File: config.mk
export PLATFORM = sky130hd
export DESIGN_NAME = debounce_pulse
export DESIGN_NICKNAME = d
export VERILOG_FILES = /design/src/rtl/debounce_pulse.sv
export SDC_FILE = /design/constraint.sdc
export NUM_CORES = 1
export LEC_CHECK = 0
export BUFFER_PORTS_ARGS = -buffer_cell sky130_fd_sc_hd__buf_2
export CAP_MARGIN = 10
export CORE_MARGIN = 2
export CORE_UTILIZATION = 46
export DETAILED_ROUTE_END_ITERATION = 12
export PLACE_DENSITY = 0.71
export SYNTH_ARGS = -nofsm -noshare
export SYNTH_HDL_FRONTEND = slang
export SYNTH_SLANG_ARGS = --single-unit
File: constraint.sdc
create_clock -name clk -period 2.3 [get_ports clk]
set_input_delay 0 -clock clk [delete_from_list [all_inputs] [get_ports clk]]
set_output_delay 0 -clock clk [all_outputs]
set_load 0.01 [all_outputs]
File: src/rtl/debounce_pulse.sv
// Button debouncer with press/release strobes; DEBOUNCE_PULSE_REPEAT_EN adds auto-repeat
// press pulses while the button stays held.
module debounce_pulse #(
  parameter int CNT_W         = 16,
  parameter int STABLE        = 1000,
  parameter int REPEAT_DELAY  = 50000,
  parameter int REPEAT_PERIOD = 10000
) (
  input  logic clk,
  input  logic rst,
  input  logic btn,
  output logic level,
  output logic pulse,
  output logic rel_pulse
);

  typedef enum logic [1:0] {
    IDLE         = 2'd0,
    PRESS_WAIT   = 2'd1,
    HELD         = 2'd2,
    RELEASE_WAIT = 2'd3
  } state_t;

  localparam logic [CNT_W-1:0] STABLE_M1 = CNT_W'(STABLE - 1);

  state_t           state_r;
  logic [CNT_W-1:0] cnt_r;
  logic             sync1_r;
  logic             sync_r;
  logic             level_r;
  logic             pulse_r;
  logic             rel_pulse_r;
  logic             rep_fire_s;

  // two-flop synchronizer for the raw button
  always_ff @(posedge clk or negedge rst) begin
    if (!rst) begin
      sync1_r <= 1'b0;
      sync_r  <= 1'b0;
    end else begin
      sync1_r <= btn;
      sync_r  <= sync1_r;
    end
  end

`ifdef DEBOUNCE_PULSE_REPEAT_EN
  localparam logic [CNT_W-1:0] DELAY_M1  = CNT_W'(REPEAT_DELAY - 1);
  localparam logic [CNT_W-1:0] PERIOD_M1 = CNT_W'(REPEAT_PERIOD - 1);

  logic [CNT_W-1:0] rcnt_r;
  logic             press_accept_s;
  logic             release_done_s;
  logic             rep_active_s;

  assign press_accept_s = (state_r == PRESS_WAIT) && sync_r && (cnt_r == STABLE_M1);
  assign release_done_s = (state_r == RELEASE_WAIT) && !sync_r && (cnt_r == STABLE_M1);
  assign rep_active_s   = (state_r == HELD) || (state_r == RELEASE_WAIT);
  assign rep_fire_s     = rep_active_s && (rcnt_r == {CNT_W{1'b0}});

  // down-counter to the next repeat pulse; loaded by the press, reloaded on each repeat
  always_ff @(posedge clk or negedge rst) begin
    if (!rst) begin
      rcnt_r <= {CNT_W{1'b0}};
    end else if (press_accept_s) begin
      rcnt_r <= DELAY_M1;
    end else if (release_done_s || !rep_active_s) begin
      rcnt_r <= {CNT_W{1'b0}};
    end else if (rcnt_r == {CNT_W{1'b0}}) begin
      rcnt_r <= PERIOD_M1;
    end else begin
      rcnt_r <= rcnt_r - CNT_W'(1);
    end
  end
`else
  logic unused_repeat_cfg_s;

  assign rep_fire_s          = 1'b0;
  assign unused_repeat_cfg_s = ^{REPEAT_DELAY[0], REPEAT_PERIOD[0]};
`endif

  // debounce FSM with registered level and strobes
  always_ff @(posedge clk or negedge rst) begin
    if (!rst) begin
      state_r     <= IDLE;
      cnt_r       <= {CNT_W{1'b0}};
      level_r     <= 1'b0;
      pulse_r     <= 1'b0;
      rel_pulse_r <= 1'b0;
    end else begin
      pulse_r     <= 1'b0;
      rel_pulse_r <= 1'b0;
      case (state_r)
        IDLE: begin
          if (sync_r) begin
            state_r <= PRESS_WAIT;
            cnt_r   <= {CNT_W{1'b0}};
          end else begin
            state_r <= IDLE;
          end
        end
        PRESS_WAIT: begin
          if (!sync_r) begin
            state_r <= IDLE;
            cnt_r   <= {CNT_W{1'b0}};
          end else if (cnt_r == STABLE_M1) begin
            state_r <= HELD;
            cnt_r   <= {CNT_W{1'b0}};
            level_r <= 1'b1;
            pulse_r <= 1'b1;
          end else if (cnt_r != {CNT_W{1'b1}}) begin
            cnt_r <= cnt_r + CNT_W'(1);
          end else begin
            cnt_r <= cnt_r;
          end
        end
        HELD: begin
          pulse_r <= rep_fire_s;
          if (!sync_r) begin
            state_r <= RELEASE_WAIT;
            cnt_r   <= {CNT_W{1'b0}};
          end else begin
            state_r <= HELD;
          end
        end
        RELEASE_WAIT: begin
          // a bounce back to high resumes HELD silently
          if (sync_r) begin
            state_r <= HELD;
            cnt_r   <= {CNT_W{1'b0}};
          end else if (cnt_r == STABLE_M1) begin
            state_r     <= IDLE;
            cnt_r       <= {CNT_W{1'b0}};
            level_r     <= 1'b0;
            rel_pulse_r <= 1'b1;
          end else begin
            pulse_r <= rep_fire_s;
            if (cnt_r != {CNT_W{1'b1}}) begin
              cnt_r <= cnt_r + CNT_W'(1);
            end else begin
              cnt_r <= cnt_r;
            end
          end
        end
        default: begin
          state_r <= IDLE;
          cnt_r   <= {CNT_W{1'b0}};
          level_r <= 1'b0;
        end
      endcase
    end
  end

  assign level     = level_r;
  assign pulse     = pulse_r;
  assign rel_pulse = rel_pulse_r;

endmodule

==> reports/qor.yml <==
yosys_warnings: 0
wl_per_cell_um: 14.3
fillers: 234
run_status: "finished clean"
synth_edf_count: 0
holdWs_ns: 0.164
worstSetupPathType: "reg -> reg"
rows: 18
max_cap_viol_count: 0
yosysMostFrequentCell: "dfrtp_1"
clk_latency_ns: 0.32
dominantRegCellSynth: "dfrtp_1"
diodes: 0
yosys_register_bits: 23
power_density_nw_per_um2: 508
slew_headroom_pct: 59.1
grt_max_degree: 24
final_max_slew_viol_count: 0
slowest_stage: "or4_1"
synth_largest_area_cell: "dfrtp_1"
port_buffers: 5
fmax_mhz: 494
min_path_type: "in -> async"
globalplace.congestion: 0.868
h-tree-depth: 1
multi_input_area_um2: 589
clock_skew_ns: 0.00366
period_needed_ns: 2.02
path_max_fanout: 9
cts_buffers: 3
dr_total_vias: 942
clk_transition_reported_paths_ns: 0.13
die_h_um: 54.8
setup-violations-final: 0
clock_sinks: 23
max_slew.worst_pin.slew_ns: 0.608
fp.dieW_um: 54.8
dp_hpwl_mm: 1.62
required_ns: 2.52
crit_family: "simple AND/OR/NAND/NOR gates"
clockBufferDepth: 2
final_nets: 136
avgSynthCellArea_um2: 9.79
dr.pass1.iters: 4
yosys-top-cells-area: "dfrtp_1 49%, xnor2_1 5.9%, nor2_1 5.4%"
synth_cell_types: 38
synth_common_cells: "23 x dfrtp_1, 17 x nor2_1, 10 x nand3_1"
track_usage_pct: 19.3
syn_to_final_growth_pct: 9.19
grt_pass1_vias: 923
die_area_um2: 3000
dp.cells: 155
ys_seq_area_share_pct: 48.6
drtIter0Drc: 18
root_buffer: "clkbuf_4"
grt-ovfl-total: 0
routed_wl_mm: 2.30
slowest_delay_ns: 0.59
pin_count: 6
p_leak_nw: 0.534
vdd_drop_max_mv: 0.419
syn_nets: 125
finalHoldViolations: 0
avgViaCountPerCell: 5.85
drive_gt1_share_pct: 13.0
grt_pass1_wl_mm: 4.06
critPathArrivalTime_ns: 2.24
tritoncts: "built"
p_total_w: 0.000658
crit_path_end_kind: "flip-flop"
critPathLaunchType: "flip-flop"
rsz0062_at_grt: "no"
crit_buf_inv: 0
syn_area_um2: 1180
syn_inst: 121
drcViolationCount: 0
initial_core_util_pct: 48.3
async_flop_share_pct: 100
post_cts_resized: 0
fin_crit_sh_pct: 87.9
yosysTopAreaCellShare_pct: 48.6
regArea_um2: 576
ant_nets: 0
final_cells: 161
core_area_um2: 2450
crit_chain: "or4_1, nor4_4, nor2_2, a21o_1, a22o_1"
setup_tns_ns: 0
utilization_pct: 52.7
antenna_found_initial: 0
## state kept, by name, indices dropped and copies added (netlist names), named ones only
name and count:
cnt_r 16, level 1, pulse 1, rel_pulse 1, state_r 1, sync1_r 1, sync_r 1
## path summary, 6_finish.rpt
path	start	to	slack, ns	cells after the start
hold reg to reg	sync1_r	sync_r	0.37	0
max in group asynchronous	rst	cnt_r[12]	1.80	2
hold / removal	rst	cnt_r[10]	0.16	2
min in group clk	btn	sync1_r	0.32	2
setup reg to reg	cnt_r[3]	cnt_r[15]	0.28	5
setup / recovery	cnt_r[3]	cnt_r[15]	0.28	5
## cell type report
class	count	share of cell area, %
multi-input cells	94	45.6
flip-flops and latches	23	44.5
repair buffers	9	4.64
well taps	30	2.90
clock buffers	3	1.74
clock inverters	1	0.387
inverters	1	0.290
## per-layer routing
layer	routed length [um]	vias up	track usage, %
met3	63	5	5.19
met2	1060	12	29.2
met5	0	-	0
met4	40	0	10.4
li1	-	463	-
met1	1130	462	24.7
## what timing repair did
action,CTS,global route
hold endpoints to repair,24,0
hold buffers,2,0
setup buffers,0,0
## through the flow
stage / instance area, um^2 / setup WS [ns]
floorplan: 1180 / 0.440
global placement: 1250 / 0.385
detailed placement: 1250 / 0.308
CTS: 1290 / 0.276
global route: 1290 / 0.199
finish: 1290 / 0.278
## placed cells by master, fill, tap and decap left out, drive strengths merged
master / count
dfrtp: 23
nor2: 18
nand3: 10
nand4: 8
xnor2: 8
nand2: 7
buf: 7
nor3: 5
a21oi: 5
o21ai: 4
nor4: 4
clkbuf: 3
nor3b: 2
and3: 2
a31oi: 2
nor4b: 2
dlygate4sd3: 2
or4: 2
inv: 1
xor2: 1
and2: 1
and4: 1
nand4b: 1
and4b: 1
or2: 1
mux2i: 1
o211ai: 1
mux2: 1
a41oi: 1
a211oi: 1
a21o: 1
o21bai: 1
a22o: 1
ha: 1
clkinv: 1
## logic make-up after synthesis
| family | share of synthesized area, % |
|---|---|
| compound gates | 8.87 |
| flops | 48.6 |
| fa+ha+maj | 1.06 |
| buf+inv | 1.69 |
| mux | 1.80 |
| xor+xnor | 6.65 |
| simple gates | 31.4 |
## where the power goes
part	internal (W)	total [W]	leakage (nW)	switching (W)
Combinational	0.0000180	0.0000478	0.204	0.0000298
Clock	0.0000651	0.000190	0.0177	0.000125
Sequential	0.000412	0.000420	0.313	0.00000807
Total	0.000495	0.000658	0.534	0.000163
No activity file was read; power rests on OpenSTA's default activity.
